===== src/rtl/gpu_pkg.sv =====
`default_nettype none
// ============================================================================
//  Module      : gpu_pkg
//  Description : Types shared by the GPU memory arbiter and its sub-blocks.
//                arb_state_t is the 2-bit arbiter FSM state.
//  Revision    : 1.0 - initial release
// ============================================================================
package gpu_pkg;

    typedef enum logic [1:0] {
        ARB_IDLE      = 2'd0,
        ARB_ISSUE     = 2'd1,
        ARB_WAIT_DATA = 2'd2
    } arb_state_t;

endpackage : gpu_pkg
`default_nettype wire


===== src/rtl/gpu_rr_picker.sv =====
`default_nettype none
// ============================================================================
//  Module      : gpu_rr_picker
//  Description : Combinational round-robin selector. Picks the first set
//                request bit at or after last_grant+1, wrapping modulo
//                NUM_MASTERS.
//  Ports       : req        - per-master request vector
//                last_grant - index of the most recently served master
//                pick_idx   - selected master index (0 when none)
//                pick_valid - high when any request is set
//  Revision    : 1.0 - initial release
// ============================================================================
module gpu_rr_picker #(
    parameter int NUM_MASTERS = 4,
    parameter int IDX_BITS    = $clog2(NUM_MASTERS)
) (
    input  logic [NUM_MASTERS-1:0] req,
    input  logic [IDX_BITS-1:0]    last_grant,
    output logic [IDX_BITS-1:0]    pick_idx,
    output logic                   pick_valid
);

    localparam logic [IDX_BITS:0] c_num_masters = (IDX_BITS+1)'(NUM_MASTERS);

    logic [IDX_BITS:0] w_cand;

    // Scan from the farthest offset down to the nearest so that the closest
    // requester after last_grant is the one left standing.
    always_comb begin
        pick_idx   = '0;
        pick_valid = 1'b0;
        w_cand     = '0;
        for (int k = NUM_MASTERS; k >= 1; k--) begin
            w_cand = {1'b0, last_grant} + (IDX_BITS+1)'(k);
            if (w_cand >= c_num_masters) begin
                w_cand = w_cand - c_num_masters;
            end
            if (req[w_cand[IDX_BITS-1:0]]) begin
                pick_idx   = w_cand[IDX_BITS-1:0];
                pick_valid = 1'b1;
            end
        end
    end

endmodule : gpu_rr_picker
`default_nettype wire


===== src/rtl/gpu_mem_arbiter.sv =====
`default_nettype none
// ============================================================================
//  Module      : gpu_mem_arbiter
//  Description : Round-robin arbiter sharing one byte-wide Avalon-MM master
//                port among NUM_MASTERS tile controllers. One transaction is
//                in flight at a time; a read holds the port until its
//                readdatavalid returns.
//  Ports       : clock, reset          - clock, synchronous active-high reset
//                s_*                   - per-master Avalon slave side (packed)
//                m_*                   - downstream Avalon master side
//                grant_idx             - current / most recent grantee
//                busy                  - high whenever not IDLE
//  Revision    : 1.0 - initial release
// ============================================================================
module gpu_mem_arbiter
    import gpu_pkg::*;
#(
    parameter int NUM_MASTERS = 4,
    parameter int ADDR_BITS   = 32,
    parameter int DATA_BITS   = 8,
    parameter int IDX_BITS    = $clog2(NUM_MASTERS)
) (
    input  logic                             clock,
    input  logic                             reset,
    input  logic [NUM_MASTERS*ADDR_BITS-1:0] s_address,
    input  logic [NUM_MASTERS*DATA_BITS-1:0] s_writedata,
    input  logic [NUM_MASTERS-1:0]           s_read,
    input  logic [NUM_MASTERS-1:0]           s_write,
    output logic [NUM_MASTERS-1:0]           s_waitrequest,
    output logic [DATA_BITS-1:0]             s_readdata,
    output logic [NUM_MASTERS-1:0]           s_readdatavalid,
    output logic [ADDR_BITS-1:0]             m_address,
    output logic [DATA_BITS-1:0]             m_writedata,
    output logic                             m_read,
    output logic                             m_write,
    input  logic                             m_waitrequest,
    input  logic [DATA_BITS-1:0]             m_readdata,
    input  logic                             m_readdatavalid,
    output logic [IDX_BITS-1:0]              grant_idx,
    output logic                             busy
);

    arb_state_t            r_state;
    logic [IDX_BITS-1:0]   r_grant_idx;
    logic [IDX_BITS-1:0]   r_last_grant;
    logic                  r_busy;

    logic [NUM_MASTERS-1:0] w_req;
    logic [IDX_BITS-1:0]    w_pick_idx;
    logic                   w_pick_valid;
    logic [ADDR_BITS-1:0]   w_addr  [NUM_MASTERS];
    logic [DATA_BITS-1:0]   w_wdata [NUM_MASTERS];
    logic                   w_g_rd;
    logic                   w_g_wr;
    logic                   w_g_active;
    logic                   w_read_acc;

    generate
        for (genvar i = 0; i < NUM_MASTERS; i++) begin : g_unpack
            assign w_addr[i]  = s_address[i*ADDR_BITS +: ADDR_BITS];
            assign w_wdata[i] = s_writedata[i*DATA_BITS +: DATA_BITS];
        end
    endgenerate

    assign w_req = s_read | s_write;

    gpu_rr_picker #(
        .NUM_MASTERS (NUM_MASTERS),
        .IDX_BITS    (IDX_BITS)
    ) u_picker (
        .req        (w_req),
        .last_grant (r_last_grant),
        .pick_idx   (w_pick_idx),
        .pick_valid (w_pick_valid)
    );

    assign w_g_rd     = s_read[r_grant_idx];
    assign w_g_wr     = s_write[r_grant_idx];
    assign w_g_active = w_g_rd | w_g_wr;
    // Write has priority over a simultaneous read; the read stays pending.
    assign w_read_acc = w_g_rd & ~w_g_wr & ~m_waitrequest;

    assign s_readdata = m_readdata;
    assign grant_idx  = r_grant_idx;
    assign busy       = r_busy;

    // Only the grantee ever sees its stall released or a read strobe.
    always_comb begin
        m_address       = '0;
        m_writedata     = '0;
        m_read          = 1'b0;
        m_write         = 1'b0;
        s_waitrequest   = '1;
        s_readdatavalid = '0;
        case (r_state)
            ARB_ISSUE: begin
                m_write = w_g_wr;
                m_read  = w_g_rd & ~w_g_wr;
                if (w_g_active) begin
                    m_address   = w_addr[r_grant_idx];
                    m_writedata = w_wdata[r_grant_idx];
                end
                s_waitrequest[r_grant_idx]   = m_waitrequest;
                s_readdatavalid[r_grant_idx] = w_read_acc & m_readdatavalid;
            end
            ARB_WAIT_DATA: begin
                s_readdatavalid[r_grant_idx] = m_readdatavalid;
            end
            default: ;
        endcase
    end

    always_ff @(posedge clock) begin
        if (reset) begin
            r_state      <= ARB_IDLE;
            r_grant_idx  <= '0;
            r_last_grant <= IDX_BITS'(NUM_MASTERS - 1);
            r_busy       <= 1'b0;
        end else begin
            case (r_state)
                ARB_IDLE: begin
                    if (w_pick_valid) begin
                        r_grant_idx <= w_pick_idx;
                        r_state     <= ARB_ISSUE;
                        r_busy      <= 1'b1;
                    end
                end
                ARB_ISSUE: begin
                    if (!w_g_active) begin
                        // Grantee withdrew: release the port to the others.
                        r_last_grant <= r_grant_idx;
                        r_state      <= ARB_IDLE;
                        r_busy       <= 1'b0;
                    end else if (!m_waitrequest) begin
                        if (w_g_wr || m_readdatavalid) begin
                            r_last_grant <= r_grant_idx;
                            r_state      <= ARB_IDLE;
                            r_busy       <= 1'b0;
                        end else begin
                            r_state <= ARB_WAIT_DATA;
                        end
                    end
                end
                ARB_WAIT_DATA: begin
                    if (m_readdatavalid) begin
                        r_last_grant <= r_grant_idx;
                        r_state      <= ARB_IDLE;
                        r_busy       <= 1'b0;
                    end
                end
                default: begin
                    r_state <= ARB_IDLE;
                    r_busy  <= 1'b0;
                end
            endcase
        end
    end

endmodule : gpu_mem_arbiter
`default_nettype wire


===== config.mk =====
export PLATFORM = sky130hd
export DESIGN_NAME = gpu_mem_arbiter
export DESIGN_NICKNAME = d
export VERILOG_FILES = /design/src/rtl/gpu_pkg.sv /design/src/rtl/gpu_rr_picker.sv /design/src/rtl/gpu_mem_arbiter.sv
export SDC_FILE = /design/constraint.sdc
export NUM_CORES = 1
export LEC_CHECK = 0
export CORE_MARGIN = 8
export CORE_UTILIZATION = 30
export CTS_BUF_LIST = sky130_fd_sc_hd__clkbuf_8
export DETAILED_ROUTE_END_ITERATION = 10
export GPL_TIMING_DRIVEN = 0
export PLACE_DENSITY = 0.9
export SLEW_MARGIN = 20
export SYNTH_ARGS = -nofsm -noshare
export SYNTH_HDL_FRONTEND = slang
export SYNTH_HIERARCHICAL = 1
export SYNTH_SLANG_ARGS = --single-unit

===== constraint.sdc =====
create_clock -name clock -period 4.8 [get_ports clock]
set_clock_uncertainty 0.15 [all_clocks]
set_input_delay 0.48 -clock clock [delete_from_list [all_inputs] [get_ports clock]]
set_output_delay 0.48 -clock clock [all_outputs]
set_load 0.05 [all_outputs]

==> run_results.csv <==
group,metric,value,unit
status,status,"finished clean",
hold_path,hp-class,"flop to flop",
die,ios,241,
job,cap_violations,0,
final_layout,layout.cells.most_common,"clkdlybuf4s50_1",
route,vias,2593,
timing,finalSetupViolations,0,
die,die_area,9550,um^2
timing,rsz0062_at_grt,"no",
setup_path,crit_slowest_cell,"clkdlybuf4s50_1",
final_layout,drive_gt1_share,15.7,%
route,drt_iter0_drc,113,
clocking,clk_latency,230,ps
setup_path,end_kind,"primary output",
route,post_drt_wl_per_cell,22.8,um
setup_path,critPathTopFamily,"buffers and inverters",
setup_path,arrival,3340,ps
place,dp_cells,500,
timing,fmax,252,MHz
timing,period_needed,3970,ps
clocking,cts_buffer_depth,2,
setup_path,worstSetupStartpoint,"s_write[1]",
final_layout,fillers,485,
die,core_region_area,6420,um^2
yosys,avgSynthCellArea,10.4,um^2
global_routing,grt_pass1_vias,2728,
clocking,numCtsBuffers,3,
final_layout,final_cell_mix,"clkdlybuf4s50_1 (231), nor2b_1 (43), mux4_2 (41)",
hold_path,min_from,"r_state[0]",
place,hpwl,10200,um
timing,period_share,82.7,%
die,die_y,97.7,um
timing,final_max_slew_viol_count,0,
global_routing,antenna_found_initial,0,
place,port_buffers,231,
setup_path,crit_top_cell,"clkdlybuf4s50_1",
route,first_pass_iters,4,
place,gp_congestion,0.859,
power,vdd_drop_max,0.186,mV
setup_path,slowest_delay,740,ps
final_layout,stdcell_count,504,
die,row_count,29,
power,p_per_area,238,nW/um^2
global_routing,grt_max_degree,11,
setup_path,critPathBufInv,3,
clocking,postCtsResizedCells,0,
yosys,synth_edf_count,0,
yosys,ys_types,39,
timing,worstMarginPinSlew,602,ps
die,start_util,31.2,%
setup_path,path_cells,"clkdlybuf4s50_1 > mux4_1 > o21ai_0 > clkbuf_1 > nor2b_1 > clkdlybuf4s50_1",
final_layout,area_delta_synth_final,122,%
global_routing,grtUsageTotal,22.6,%
yosys,ys_warn_count,6,
timing,final-hold-violation-count,0,
power,p_leak,1.58,nW
yosys,synth-main-ff-cell,"dfxtp_1",
clocking,cts_max_level,1,
die,die_x,97.7,um
power,p_total,1.06,mW
route,viasPerCell,5.14,
setup_path,cp.required,4170,ps
clocking,ctsHoldBuffers,0,
yosys,synth.yosys.seq_area_share,7.00,%
global_routing,grt_pass1_wl,16700,um
clocking,clock-sinks,7,
route,drt_wl_total,11500,um
timing,relSlewSlack,59.4,%
yosys,netlist_area,2000,um^2
route,route.detailed.drc,0,
yosys,synthCells,192,
yosys,ys_ff_latch,7,
setup_path,startpoint_type,"input port",
clocking,clkTransAtPathRegs,40,ps
final_layout,nets,612,
final_layout,antenna_cells,0,
yosys,async_reset_ff_share,0,%
clocking,clockRootBuffer,"clkbuf_8",
setup_path,crit_type,"input port to primary output",
final_layout,post-route-util,69.4,%
yosys,synth_nets,376,
clocking,cts_tree,"built",
global_routing,grt_overflow_total,0,
timing,tns,0,ps
setup_path,critPathMaxFanout,10,
clocking,post_cts_buffers,0,
route,drt.antenna.violating_nets,0,
setup_path,worstReg2RegStart,"grant_idx[1]",
==> final timing paths <==
kind                            cells after the start  slack, ps               to
worst min register to register                      2        330       r_state[0]
worst min-delay path                                2        330       r_state[0]
worst max register to register                      5       2400  r_last_grant[0]
worst max-delay path                                6        830   m_writedata[5]
==> synthesized netlist by cell type (2+ instances only) <==
cell       n  area share, %
a21oi_1    4            1.0
buf_2      4            1.0
buf_4      8            3.0
clkbuf_1  11            2.1
dfxtp_1    7            7.0
ha_1       4            2.5
inv_1      4           0.75
mux2_2     2            1.1
mux2i_1    6            3.0
mux4_2    41             46
nand2_1    9            1.7
nand2b_1   5            1.6
nand3_1    3           0.75
nand3b_1   2           0.75
nor2_1     9            1.7
nor2b_1   43             13
nor3_1     2           0.50
nor3b_1    3            1.1
o211a_1    2            1.0
or2_2      4            1.2
==> power by group <==
part | leakage [nW] | switching, mW | internal [mW]
logic | 1.49 | 0.466 | 0.434
registers | 0.0579 | 0.0121 | 0.0693
clock network | 0.0269 | 0.0255 | 0.0553
total | 1.58 | 0.503 | 0.558
==> layout make-up <==
cell class	instances	area, um^2	share of cell area [%]
Timing Repair Buffer	231	2310	51.9
Clock buffer	3	41.3	0.926
Tap cell	77	96.3	2.16
Multi-Input combinational cell	156	1710	38.4
Clock inverter	1	3.75	0.0842
Buffer	25	136	3.06
Inverter	4	15.0	0.337
Sequential cell	7	140	3.14
==> layer usage <==
layer  track usage [%]  share of wire (%)  up-vias
met5                 0                  0        -
met4              5.28                2.0        0
met3              6.09                7.5       18
met2              42.8                 54      126
met1              24.0                 37     1245
li1                  -                  -     1204
==> metrics by stage <==
| stage | hold WS (ps) | instance area, um^2 | worst slack (ps) |
|---|---|---|---|
| floorplan | 302 | 2000 | 1320 |
| global placement | 320 | 4410 | 903 |
| detailed placement | 331 | 4410 | 827 |
| CTS | 334 | 4460 | 820 |
| global route | 355 | 4460 | 626 |
| finish | 331 | 4460 | 833 |
==> worst register-to-register path, cell delays in order (launching register included) <==
cell and delay (ps):
dfxtp_1 320, clkbuf_1 400, mux4_1 440, o211a_1 310
or4b_4 520, mux2i_1 130
==> cells by family (layout without fill, tap and decap cells) <==
kind of cell | after synthesis | count (layout) | synth area share (%)
and+or+nand+nor | 87 | 87 | 25.5
muxes | 50 | 50 | 51.5
buffers and inverters | 29 | 264 | 7.56
AOI/OAI and AO/OA | 15 | 15 | 5.87
DFF | 7 | 7 | 7.00
adders and majority gates | 4 | 4 | 2.50
==> sequential cells by signal, summed over array words and instances, names as in the netlist <==
name and flops:
grant_idx 2, r_last_grant 2, busy 1, r_state 2
Note: power is estimated with default switching activity, not from simulation.
